File: src/rtl/phy_mdio_init.sv
// PHY bring-up sequencer: soft-resets the PHY over an MDIO request/ack engine,
// programs autoneg advertisement, restarts autoneg, then polls BMSR forever.
module phy_mdio_init #(
  parameter logic [4:0]  PHY_ADDR     = 5'd1,
  parameter int unsigned POR_WAIT     = 10000,
  parameter int unsigned POLL_GAP     = 1000,
  parameter int unsigned RST_POLL_MAX = 16
) (
  input  logic        clk,
  input  logic        rest_n,
  output logic        ren,
  output logic        wen,
  output logic [4:0]  phy_addr,
  output logic [4:0]  reg_addr,
  output logic [15:0] wdata,
  input  logic [15:0] rdata,
  input  logic        rw_ready,
  output logic        init_done,
  output logic        link_up,
  output logic        an_done,
  output logic        init_err
);

  localparam int unsigned CNT_MAX = (POR_WAIT > POLL_GAP) ? POR_WAIT : POLL_GAP;
  localparam int unsigned CW      = $clog2(CNT_MAX + 2);
  localparam int unsigned PW      = $clog2(RST_POLL_MAX + 2);

  localparam logic [CW-1:0] POR_TERM  = CW'(POR_WAIT);
  localparam logic [CW-1:0] GAP_TERM  = CW'(POLL_GAP);
  localparam logic [PW-1:0] POLL_TERM = PW'(RST_POLL_MAX);

  typedef enum logic [2:0] {
    POR_DLY, W_RST, P_RST, W_ANAR, W_BMCR, GAP, R_BMSR, ERR
  } state_t;

  state_t        state_q, state_d;
  logic [CW-1:0] cnt_q, cnt_d, cnt_inc;
  logic [PW-1:0] poll_q, poll_d, poll_inc;
  logic          gap_wait_q, gap_wait_d;
  logic          ren_q, ren_d, wen_q, wen_d;
  logic [4:0]    addr_q, addr_d;
  logic [15:0]   wdata_q, wdata_d;
  logic          done_q, done_d, link_q, link_d, an_q, an_d, err_q, err_d;
  logic          xfer;
  logic          unused_rdata;

  assign cnt_inc      = cnt_q + CW'(1);
  assign poll_inc     = poll_q + PW'(1);
  assign xfer         = (ren_q | wen_q) & rw_ready;
  assign unused_rdata = ^{rdata[14:6], rdata[4:3], rdata[1:0]};

  // Every request state issues on the first cycle its request line is low;
  // that cycle doubles as the mandatory idle cycle after the previous ack.
  always_comb begin
    state_d    = state_q;
    cnt_d      = cnt_q;
    poll_d     = poll_q;
    gap_wait_d = gap_wait_q;
    ren_d      = ren_q;
    wen_d      = wen_q;
    addr_d     = addr_q;
    wdata_d    = wdata_q;
    done_d     = done_q;
    link_d     = link_q;
    an_d       = an_q;
    err_d      = err_q;

    case (state_q)
      POR_DLY: begin
        if (cnt_inc >= POR_TERM) begin
          state_d = W_RST;
          cnt_d   = '0;
        end else begin
          cnt_d = cnt_inc;
        end
      end

      W_RST: begin
        if (!wen_q) begin
          wen_d   = 1'b1;
          addr_d  = 5'd0;
          wdata_d = 16'h8000;
        end else if (xfer) begin
          wen_d      = 1'b0;
          poll_d     = '0;
          gap_wait_d = 1'b0;
          cnt_d      = '0;
          state_d    = P_RST;
        end
      end

      P_RST: begin
        if (gap_wait_q) begin
          if (cnt_inc >= GAP_TERM) begin
            gap_wait_d = 1'b0;
            cnt_d      = '0;
          end else begin
            cnt_d = cnt_inc;
          end
        end else if (!ren_q) begin
          ren_d   = 1'b1;
          addr_d  = 5'd0;
          wdata_d = '0;
        end else if (xfer) begin
          ren_d  = 1'b0;
          poll_d = poll_inc;
          cnt_d  = '0;
          if (!rdata[15]) begin
            state_d = W_ANAR;
          end else if (poll_inc >= POLL_TERM) begin
            state_d = ERR;
            err_d   = 1'b1;
          end else begin
            gap_wait_d = 1'b1;
          end
        end
      end

      W_ANAR: begin
        if (!wen_q) begin
          wen_d   = 1'b1;
          addr_d  = 5'd4;
          wdata_d = 16'h01E1;
        end else if (xfer) begin
          wen_d   = 1'b0;
          state_d = W_BMCR;
        end
      end

      W_BMCR: begin
        if (!wen_q) begin
          wen_d   = 1'b1;
          addr_d  = 5'd0;
          wdata_d = 16'h1200;
        end else if (xfer) begin
          wen_d   = 1'b0;
          done_d  = 1'b1;
          cnt_d   = '0;
          state_d = GAP;
        end
      end

      GAP: begin
        if (cnt_inc >= GAP_TERM) begin
          state_d = R_BMSR;
          cnt_d   = '0;
        end else begin
          cnt_d = cnt_inc;
        end
      end

      R_BMSR: begin
        if (!ren_q) begin
          ren_d   = 1'b1;
          addr_d  = 5'd1;
          wdata_d = '0;
        end else if (xfer) begin
          ren_d   = 1'b0;
          link_d  = rdata[2];
          an_d    = rdata[5];
          cnt_d   = '0;
          state_d = GAP;
        end
      end

      ERR: begin
        if (cnt_inc >= GAP_TERM) begin
          state_d = W_RST;
          cnt_d   = '0;
        end else begin
          cnt_d = cnt_inc;
        end
      end

      default: state_d = POR_DLY;
    endcase
  end

  always_ff @(posedge clk or negedge rest_n) begin
    if (!rest_n) begin
      state_q    <= POR_DLY;
      cnt_q      <= '0;
      poll_q     <= '0;
      gap_wait_q <= 1'b0;
      ren_q      <= 1'b0;
      wen_q      <= 1'b0;
      addr_q     <= '0;
      wdata_q    <= '0;
      done_q     <= 1'b0;
      link_q     <= 1'b0;
      an_q       <= 1'b0;
      err_q      <= 1'b0;
    end else begin
      state_q    <= state_d;
      cnt_q      <= cnt_d;
      poll_q     <= poll_d;
      gap_wait_q <= gap_wait_d;
      ren_q      <= ren_d;
      wen_q      <= wen_d;
      addr_q     <= addr_d;
      wdata_q    <= wdata_d;
      done_q     <= done_d;
      link_q     <= link_d;
      an_q       <= an_d;
      err_q      <= err_d;
    end
  end

  assign phy_addr  = PHY_ADDR;
  assign ren       = ren_q;
  assign wen       = wen_q;
  assign reg_addr  = addr_q;
  assign wdata     = wdata_q;
  assign init_done = done_q;
  assign link_up   = link_q;
  assign an_done   = an_q;
  assign init_err  = err_q;

endmodule
File: config.mk
export PLATFORM = sky130hd
export DESIGN_NAME = phy_mdio_init
export DESIGN_NICKNAME = d
export VERILOG_FILES = /design/src/rtl/phy_mdio_init.sv
export SDC_FILE = /design/constraint.sdc
export NUM_CORES = 1
export LEC_CHECK = 0
export BUFFER_PORTS_ARGS = -buffer_cell sky130_fd_sc_hd__buf_2
export CAP_MARGIN = 20
export CORE_MARGIN = 2
export CORE_UTILIZATION = 49
export DETAILED_ROUTE_END_ITERATION = 7
export GPL_TIMING_DRIVEN = 0
export PLACE_DENSITY = 0.72
export SYNTH_ARGS = -nofsm -noshare
export SYNTH_HDL_FRONTEND = slang
export SYNTH_SLANG_ARGS = --single-unit
export TNS_END_PERCENT = 20
File: constraint.sdc
create_clock -name clk -period 5.16 [get_ports clk]
set_input_delay 1.548 -clock clk [delete_from_list [all_inputs] [get_ports clk]]
set_output_delay 1.548 -clock clk [all_outputs]
set_load 0.03 [all_outputs]
==> impl_metrics.ini <==
[sta]
finalSetupViolCount = 0
slew_headroom_pct = 39.85
finalCritPeriodShare_pct = 59.01
setup_tns_ns = 0
worstMarginPinSlew_ns = 0.8999
rsz0062_at_grt = false
drv_slew = 0
hold_viol = 0
fin_crit_ns = 3.045
fin_skew_ns = 0.005250
max_freq_mhz = 328.4

[place]
gp_congestion = 0.8591
port_buffers = 21
place_hpwl_microns = 3919

[critical_path]
critPathLaunchType = primary input
endpoint_kind = flip-flop
crit_required_ns = 5.33
cp_max_fo = 5
worst-setup-path-type = primary input to flip-flop
crit_arrival_ns = 3.21

[cts]
post_cts_resized = 0
cts_tree = built
cts.sinks = 34
htree_levels = 2
cts_buffers = 5
cts_root_buf = clkbuf_8
ctsLongestPathBuffers = 2
cts_hold_buf = 0
postCtsSetupBuffers = 0
path_clk_slew_ns = 0.07
worstSkewPairLatency_ns = 0.30

[yosys]
synth_area_sq_mm = 0.002504
syn_avg_cell_area_sq_um = 8.633
synth_seq_area_share_pct = 33.98
ys_types = 68
synth_cells = 290
synth_seq_cells = 34
synth_ff_type = dfrtp_1
synth_edf_count = 0
yosys_warnings = 0
async_flop_share_pct = 100.0

[die]
fp.coreArea_sq_mm = 0.005010
die_y_microns = 75.48
ios = 51
initial_core_util_pct = 49.98
die_w_microns = 75.48
rows = 26
dieArea_sq_mm = 0.005697

[global_route]
gr-usage-met2_pct = 36.62
globalRouteOverflowTotal = 0
grt.busiest_layer = met2
grt_util_all_layers_pct = 21.62
grtUsageMet3_pct = 5.423
grt_pass1_wl_microns = 9425
grt_pass1_vias = 2047
use_met1_pct = 27.11
grt_max_degree = 35
grt_antenna_before_repair = 0

[routing]
drt-pass1-iter-count = 4
num_vias = 2257
wl_per_cell_microns = 13.73
drtIter0Drc = 165
drc = 0
ant_nets = 0
viasPerCell = 5.600
wl_microns = 5533

[cells_and_area]
drive_above_1_share_pct = 23.42
final_cell_mix = 34 x nand2_1, 34 x dfrtp_1, 26 x o21ai_0
area_growth_pct = 14.34
final_util_pct = 57.14
n_antenna_cell = 0
finish.net_count = 355

[flow_run]
drv_cap = 0

[status]
status = completed

[pwr]
vdd.ir_drop.worst_v = 0.0003962
pwr_density_cell_mw_per_mm2 = 608.5
p_leak_uw = 0.001235

[hold_path]
hold_class = flip-flop to flip-flop
## per-stage QoR
stage	instance area (sq um)	setup slack (ns)	hold slack (ns)	power, uW	instances
6_report	2863	2.115	0.4830	1742	403
3_5_place_dp	2749	1.915	0.4606	1485	395
2_1_floorplan	2556	2.301	0.4684	1243	304
4_1_cts	2863	2.190	0.4879	1740	403
5_1_grt	2863	1.753	0.5263	1882	403
3_3_place_gp	2749	1.901	0.4529	1473	395
## power by group
part / internal [uW] / switching, uW / leakage [uW]
clock network: 144 / 108 / 0.0000504
registers: 350 / 79.3 / 0.000440
logic: 360 / 702 / 0.000745
total: 853 / 889 / 0.00124
## synth_stat cells, drive strengths merged, types with 4 or more instances
cell type	n	area share [%]
dfrtp	34	34
nand2	34	5.1
o21ai	33	7.2
buf	32	9.6
nand3	16	3.9
nor2	15	2.2
a21oi	14	2.8
inv	8	1.2
nand4	7	1.7
nor3	7	2.0
o211ai	7	2.3
clkbuf	5	0.75
mux2	5	2.2
o31ai	5	1.5
xnor2	5	1.7
ha	4	2.0
nand2b	4	1.0
## cell families (layout without fill, tap and decap cells)
group           Yosys count  in the layout  share of synthesized area, %
simple gates            101            101                         21.49
compound gates           91             91                         25.64
buf+inv                  45             74                         11.54
flops                    34             34                         33.98
xor+xnor                  8              8                         2.799
mux                       5              5                         2.249
fa+ha+maj                 4              4                         1.999
other cells               2             16                        0.3000
## path summary, 6_finish.rpt
kind                       startpoint          to  slack, ns  cells after the start
max reg2reg                  cnt_q[0]    cnt_q[3]       2.43                      9
max in group asynchronous      rest_n   poll_q[4]       3.35                      1
max                          rw_ready  state_q[1]       2.11                      8
min in group asynchronous      rest_n    cnt_q[3]       1.31                      1
min                          init_err    init_err       0.48                      1
min reg2reg                  init_err    init_err       0.48                      1
## metal layers
metal | routed length, microns | part of all wire (%)
met2 | 2793 | 50
met1 | 2408 | 44
met5 | 0 | 0
met4 | 69 | 1.2
met3 | 262 | 4.7
## flip-flops by register name, indices dropped and copies added, names as in the netlist, 2 cells and up
register  cells
wdata         3
state_q       3
cnt_q        14
reg_addr      2
poll_q        5
## worst max-delay path, cell delays in order
cell and delay, ns:
buf_2 0.12, nand2_1 0.11, o21ai_0 0.18, a211oi_1 0.10, a2111oi_1 0.74, o21ai_0 0.20, nand2_1 0.12, o311ai_1 0.09
## cell type report
class                   count  area (sq um)
clock inverters             3         45.04
plain buffers              37         259.0
fillers                   465          2147
multi-input cells         225          1416
well taps                  70         87.58
clock buffers               5         68.82
flip-flops and latches     34         850.8
inverters                   8         30.03
repair buffers             21         105.1
Power figures use the tool's default switching activity.
